==> src/rtl/sfifo_fwft_rd_control.sv <==
//
// sfifo_fwft_rd_control
//   Read-side pointer controller for the synchronous FIFO. It sits across a
//   dual-port RAM with a 1-cycle registered read from the write controller.
//   RAM words are prefetched into a 2-entry output buffer. The consumer sees
//   first-word-fall-through data with a valid/ready handshake at one word per
//   cycle.
//
//   Optional build macro:
//     SFIFO_RD_LEVEL_EN - adds a registered RdLevel output. RdLevel counts the
//                         words in RAM, in flight and buffered.
//
`timescale 1ns/1ps

module sfifo_fwft_rd_control #(
    parameter int AddrLines = 8,
    parameter int DataWidth = 8
) (
    input  logic                   clk,
    input  logic                   reset,
    input  logic [AddrLines:0]     SyncWrAddr,
    input  logic [DataWidth-1:0]   RamRdData,
    input  logic                   RdReady,
    output logic [AddrLines:0]     SyncRdAddr,
    output logic                   RdEn,
    output logic [AddrLines-1:0]   RdAddr,
    output logic [DataWidth-1:0]   RdData,
    output logic                   RdValid,
    output logic                   FIFOEmpty
`ifdef SFIFO_RD_LEVEL_EN
    ,
    output logic [AddrLines+1:0]   RdLevel
`endif
);

    // Output buffer: RdData is the head slot, skid is the second slot.
    logic [DataWidth-1:0] skid;
    logic [1:0]           buf_cnt;
    logic                 inflight;

    logic                 ram_empty;
    logic                 pop;
    logic [2:0]           occ_after_pop;
    logic [1:0]           cnt_after_pop;
    logic [1:0]           buf_cnt_nxt;
    logic [AddrLines:0]   rd_ptr_nxt;
    logic [DataWidth-1:0] head_nxt;
    logic [DataWidth-1:0] skid_nxt;

    assign ram_empty = (SyncRdAddr == SyncWrAddr);
    assign pop       = RdValid && RdReady;
    assign RdAddr    = SyncRdAddr[AddrLines-1:0];
    assign FIFOEmpty = ram_empty && !inflight && (buf_cnt == 2'd0);

    // Read issue decision and next-state values for the buffer.
    always_comb begin
        // NOTE: every combinational output gets a default first, so no path
        // leaves a value unassigned and no latch is inferred.
        occ_after_pop = 3'd0;
        cnt_after_pop = 2'd0;
        buf_cnt_nxt   = 2'd0;
        RdEn          = 1'b0;
        rd_ptr_nxt    = SyncRdAddr;
        head_nxt      = RdData;
        skid_nxt      = skid;

        // pop implies buf_cnt >= 1, so the subtraction cannot underflow.
        occ_after_pop = {1'b0, buf_cnt} + {2'b00, inflight} - {2'b00, pop};
        cnt_after_pop = buf_cnt - {1'b0, pop};
        buf_cnt_nxt   = cnt_after_pop + {1'b0, inflight};

        // NOTE: RdEn depends combinationally on RdReady. A pop in this cycle
        // frees a slot in time for the word that returns next cycle, and that
        // is what sustains one word per cycle.
        RdEn       = !ram_empty && (occ_after_pop < 3'd2);
        rd_ptr_nxt = SyncRdAddr + {{AddrLines{1'b0}}, RdEn};

        // A pop shifts skid into head, then returning RAM data fills the lowest
        // free slot. buf_cnt + inflight never exceeds 2, so a shift and a fill
        // never target the same slot.
        if (pop && (buf_cnt == 2'd2)) begin
            head_nxt = skid;
        end
        if (inflight) begin
            if (cnt_after_pop == 2'd0) begin
                head_nxt = RamRdData;
            end else begin
                skid_nxt = RamRdData;
            end
        end
    end

    // Read pointer advances on every issued RAM read.
    // NOTE: sequential state uses non-blocking assignments only, so every
    // flop samples pre-edge values regardless of block ordering.
    always_ff @(posedge clk or posedge reset) begin
        if (reset) begin
            SyncRdAddr <= '0;
        end else begin
            SyncRdAddr <= rd_ptr_nxt;
        end
    end

    // inflight marks that RamRdData carries a valid word this cycle.
    always_ff @(posedge clk or posedge reset) begin
        if (reset) begin
            inflight <= 1'b0;
        end else begin
            inflight <= RdEn;
        end
    end

    // Output buffer registers: head, skid, occupancy and the valid flag.
    // NOTE: the two data slots are ordinary flops, not a memory array, so they
    // are reset with the rest and RdData reads 0 right after reset.
    always_ff @(posedge clk or posedge reset) begin
        if (reset) begin
            RdData  <= '0;
            skid    <= '0;
            buf_cnt <= 2'd0;
            RdValid <= 1'b0;
        end else begin
            RdData  <= head_nxt;
            skid    <= skid_nxt;
            buf_cnt <= buf_cnt_nxt;
            RdValid <= (buf_cnt_nxt != 2'd0);
        end
    end

`ifdef SFIFO_RD_LEVEL_EN
    logic [AddrLines:0] ram_words_nxt;

    assign ram_words_nxt = SyncWrAddr - rd_ptr_nxt;

    // Total occupancy from next-state values: RAM words, in flight and buffered.
    always_ff @(posedge clk or posedge reset) begin
        if (reset) begin
            RdLevel <= '0;
        end else begin
            RdLevel <= {1'b0, ram_words_nxt}
                     + {{(AddrLines+1){1'b0}}, RdEn}
                     + {{AddrLines{1'b0}}, buf_cnt_nxt};
        end
    end
`endif

endmodule
==> config.mk <==
export PLATFORM = sky130hd
export DESIGN_NAME = sfifo_fwft_rd_control
export DESIGN_NICKNAME = d
export VERILOG_FILES = /design/src/rtl/sfifo_fwft_rd_control.sv
export SDC_FILE = /design/constraint.sdc
export NUM_CORES = 1
export LEC_CHECK = 0
export ABC_AREA = 1
export CAP_MARGIN = 0
export CORE_ASPECT_RATIO = 1.1
export CORE_UTILIZATION = 52
export CTS_BUF_LIST = sky130_fd_sc_hd__clkbuf_8
export DETAILED_ROUTE_END_ITERATION = 7
export GPL_TIMING_DRIVEN = 0
export PLACE_DENSITY_LB_ADDON = 0.1
export SETUP_SLACK_MARGIN = 0.5
export SYNTH_ARGS = -nofsm -noshare
export SYNTH_HDL_FRONTEND = slang
export SYNTH_SLANG_ARGS = --single-unit
export TNS_END_PERCENT = 20
==> constraint.sdc <==
create_clock -name clk -period 4.8 [get_ports clk]
set_input_delay 0.96 -clock clk [delete_from_list [all_inputs] [get_ports clk]]
set_output_delay 0.96 -clock clk [all_outputs]
set_load 0.01 [all_outputs]
# Word-level counts from Yosys, hierarchy flattened
# Cells that the tools add are included.
op_classes:
  n_shift: 0
  eq_ne: 2
  add_sub_neg: 5
  mux: 3
  bitwise: 1
  n_div: 0
  n_reduce_logical: 11
  multipliers: 0
  n_lt_le_gt_ge: 1
ops:
  columns: ["operator", "n"]
  rows:
  - ["2-to-1 mux 8 bit", 3]
  - ["adder 9 x 1 -> 9 bit", 1]
  - ["equality test 9 bit", 1]
  - ["logical AND 1 bit", 5]
  - ["zero test 2 bit", 2]
  - ["adder 2 x 1 -> 3 bit", 1]
  - ["less-than comparator 3 x 2 -> 1 bit (second input constant)", 1]
  - ["subtractor 3 x 1 -> 3 bit", 1]
  - ["adder 2 x 1 -> 2 bit", 1]
  - ["equality test 2 bit (second input constant)", 1]
  - ["zero test 1 bit", 2]
  - ["AND reduction 2 bit", 1]
  - ["nonzero test 2 bit", 1]
  - ["subtractor 2 x 1 -> 2 bit", 1]
  - ["NOT 1 bit", 1]
word_totals:
  wordCells: 29
  mem_bits_ro: 0
  ramBits: 0
  reg_bits: 29
  input_bits: 20
  latchBits: 0
  memories: 0
  out_inout_bits: 28

# Depth between registers and ports, before layout
logic_depth:
  depth_word: 5
  ltp_mapped: 15
  mapped_depth_nobuf: 15

# Worst setup path before layout
# Ideal clock, no wire load.
synth_timing:
  path_kind: "input to register"
  start: "in RdReady"
  end: "reg SyncRdAddr[8]"
  n_path_buf: 0
  stages: 13
  required_time_ns: 4.683
  setup_slack_ns: 1.640
  setup_time_ns: 0.117
  arrival_time_ns: 3.043
  path_cell_list: "nand2_1 -> nor2_1 -> o21ai_0 -> fa_1 -> nand3_1 -> nor2_1 -> ha_1 -> ha_1 -> nand2_1 -> nor3_1 -> nand3_1 -> nand2_1 -> nand2_1"
synth_via:
  elab_chain_cells: 5
synth_rtl:
  columns: ["item", "line_no", "source"]
  rows:
  - ["from (decl)", "23", "input logic RdReady,"]
  - ["logical AND 1 bit", "51", "assign pop = RdValid && RdReady;"]
  - ["subtractor 3 x 1 -> 3 bit", "68", "occ_after_pop = {1'b0, buf_cnt} + {2'b00, inflight} - {2'b00, pop};"]
  - ["less-than comparator 3 x 2 -> 1 bit", "75", "RdEn = !ram_empty && (occ_after_pop < 3'd2);"]
  - ["logical AND 1 bit", "75", null]
  - ["via RdEn", "25", "output logic RdEn,"]
  - ["adder 9 x 1 -> 9 bit", "76", "rd_ptr_nxt = SyncRdAddr + {{AddrLines{1'b0}}, RdEn};"]
  - ["via rd_ptr_nxt[8]", "46", "logic [AddrLines:0] rd_ptr_nxt;"]
  - ["to (signal assigned)", "100", "SyncRdAddr <= rd_ptr_nxt;"]
  - ["to (decl)", "24", "output logic [AddrLines:0] SyncRdAddr,"]
# The timed path passes the listed nets, and every way through them passes these cells.
# A chain may end at the register's enable or synchronous reset.

# Worst setup path after layout
layout_timing:
  start: "in RdReady"
  end: "out RdEn"
layout_via:
  elab_chain_cells: 4
layout_rtl:
  columns: ["item", "line_no"]
  rows:
  - ["logical AND 1 bit", "51"]
  - ["subtractor 3 x 1 -> 3 bit", "68"]
  - ["less-than comparator 3 x 2 -> 1 bit", "75"]
  - ["logical AND 1 bit", "75"]
  - ["to (decl)", "25"]
# No other way between the ends.

==> impl_results.md <==
* Initial antenna violation count at 0
* # Max-Cap Violations at 0
* Worst Hold End: skid[1]
* Hold path start: skid[1]
* DRT antenna net count at 0
* Tmin final at 4.102 ns
* CTS max path bufs at 2
* CTS H-tree depth at 2
* Vias at about 1400
* Fmax at approximately 240 MHz
* Number of top-level pins at 48
* Port Buf Inserts at 47
* Tightest Pin Transition at 1.073 ns
* CP max-delay cell: clkdlybuf4s50_1
* CP peak stage delay at between 0.4 and 0.5 ns
* Relative slew slack at approximately 28%
* RSZ-0062 raised after global routing: no
* Pin count of the biggest net entering global routing at 30
* Share of the synthesized area in the top cell type at 45.17%
* RR Startpoint: inflight
* Drt pass-1 iters at 4
* FF-to-FF path depth at 12
* Worst Path Class, Setup: input port to output pin
* Final #Nets at 277
* Avg Inst Size Synth at 8.114 um^2
* Most common cell in the netlist: nand2_1
* Fin. Hold Viols at 0
* Commonest cells in the netlist: 45 x nand2_1, 34 x inv_1, 30 x nor2_1, 29 x dfrtp_1
* FF-to-FF setup slack at roughly 2.0 ns
* Row Count at 20
* Data required time of the worst path at 3.84 ns
* CTS tree: built
* Max Slew Vio Count at 0
* Ys Warns at 0
* Area Growth Syn to Fin at 39.33%
* Net Count, Synth at 223
* CTS root buf: clkbuf_8
* Die height at 60.30 um
* GP Congestion at approximately 0.75
* Layout Cell Area excl Fill at 2238 um^2
* Fin Setup TNS at 0 ns
* Routed WL at 2.987 mm
* WP buf/inv at 2
* Seq/Total Area, Yosys at 45.17%
* Post-Synthesis Cells at between 150 and 200
* Status: complete, no violations
* Reg-to-reg critical path endpoint: SyncRdAddr[8]
* Hold depth at 2
* DR WL/cell at 10.44 um
* Highest Signal Layer: met4
* Global-route wire length before repair at 4.968 mm
* Dpl hpwl at approximately 2.2 mm
* Mapped Area at 1607 um^2
* Total gr overflow at 0
* DR WL met3 at 183 um
* Cell taking the most area after synthesis: dfrtp_1
* CP Capture Type: output pin
* Final setup viols at 0
* Postcts setup bufs at 0
* GRT Total Usage at 21.91%
* Synth cell types at 23
* Fin crit share at a little under nine tenths
* Core Area at 2853 um^2
* Cell family with most CP delay: buffers and inverters
* Top_reg_cell synth: dfrtp_1
* Starting density of the core at 56.32%
* Cell Pwr Density at 654.1 nW/um^2
* Die X at 55.00 um
* Post-synth EDFFs at 0
* Filler instances at approximately 210
* Synthesized flop and latch total at 29
* Worst-Skew Late Latency at between 0.2 and 0.3 ns
* Critical-path cell list: clkdlybuf4s50_1 -> nand2_1 -> nor2_1 -> o21ai_0 -> fa_1 -> or2_2 -> nand3_1 -> nor2_1 -> clkdlybuf4s50_1
* Initial DRC count at 26
* Peak VDD IR at 0.4922 mV
* Startpoint types: input port
* Share of cells above drive strength 1 at 12.65%
* Post-Place Cell Area at 2118 um^2
* Synth top area cells: dfrtp_1 45%, nand2_1 11%, inv_1 7.9%
* Drt via density at 4.815
* Worst Path Arrival at between 3 and 4 ns
* Vias in the first global route at 1202
* Ant. Diodes at 0
* Post_cts resized at 0
* Skew final at 0.005128 ns
* Met1 WL at 1.210 mm
* Worst Path Max Fanout at 3
* Lkg Pwr at 0.001151 uW
* Clock-pin slew on the worst setup and hold paths at approximately 0.060 ns
* Sinks on the clock net at 29
* Cts bufs inserted at 5
* Hold crit path type: register to register
* Die ar. at 3316 um^2
* Hold_buf cts at 0
* Remaining DRCs at 0
* Met2 WL at 1.534 mm
* Async S/R FF share, synth at 100.0%
-- metrics by stage --
stage / util (%) / instances / total power (uW) / setup WS (ns) / hold WS, ns
final: 78.46 / 286 / 1464 / 0.6982 / 0.4844
after global routing: 78.46 / 286 / 1599 / 0.5515 / 0.5033
after CTS: 78.46 / 286 / 1480 / 0.6961 / 0.4867
after detailed placement: 74.25 / 278 / 1213 / 0.6974 / 0.4709
after global placement: 74.25 / 278 / 1191 / 0.7743 / 0.4652
after floorplan: - / 198 / 911.8 / 1.640 / 0.4550
-- cell type report --
cell class	instances	area (um^2)	share of cell area (%)
buffer	11	93.84	4.192
clock buffer	6	82.58	3.689
clock inverter	2	37.54	1.677
inverter	34	127.6	5.701
multi-input combinational	124	659.4	29.46
sequential	29	725.7	32.42
tap	33	41.29	1.845
timing repair buffer	47	470.5	21.02
-- metal layers --
metal  vias to the layer above  track usage [%]
met2                        39            37.35
met3                         7            6.870
li1                        704                -
met1                       627            24.96
met4                         0            8.571
met5                         -                0
-- worst reg2reg max path, stage by stage, from the launching register on --
cell and delay (ns):
dfrtp_1 0.46, nor2_1 0.21, o21ai_0 0.14, fa_1 0.49, nand3_1 0.07, nor2_1 0.17, ha_1 0.22, ha_1 0.19
nand2_1 0.09, nor3_1 0.38, nand3_1 0.13, nand2_1 0.09, nand2_1 0.05
-- cells by family (layout without fill, tap and decap cells) --
| kind of cell | after synthesis | in the layout | share of synthesized area, % |
|---|---|---|---|
| buf+inv | 45 | 100 | 13.78 |
| flops | 29 | 29 | 45.17 |
| simple gates | 90 | 90 | 23.21 |
| fa+ha+maj | 5 | 5 | 4.362 |
| xor+xnor | 9 | 9 | 5.374 |
| compound gates | 20 | 20 | 8.100 |
-- registers in the layout, indices dropped and copies added (netlist names) --
register and cells:
RdData 8, RdValid 1, SyncRdAddr 9, buf_cnt 2, inflight 1, skid 8
-- power breakdown --
group          switching [uW]  internal, uW
sequential               92.9           360
combinational             353           398
clock                    91.3           168
-- placed cells by master, fill, tap and decap left out, drive strengths merged --
cell,instances
fa,1
ha,4
buf,11
bufinv,1
inv,34
xnor2,3
nand2,47
o21ai,15
or2,2
nor2,30
nand3,8
clkinvlp,1
dfrtp,29
nand4,1
xor2,6
a21oi,5
clkdlybuf4s50,47
nor3,2
clkbuf,6
-- how the worst max path moves through the flow --
| stage | from | end | cells after the start |
|---|---|---|---|
| floorplan | RdReady | SyncRdAddr[8] | 13 |
| global placement | RdReady | RdEn | 8 |
| detailed placement | RdReady | RdEn | 8 |
| CTS | RdReady | RdEn | 9 |
| global route | RdReady | RdEn | 9 |
| finish | RdReady | RdEn | 9 |
(Power assumes the default switching activity.)
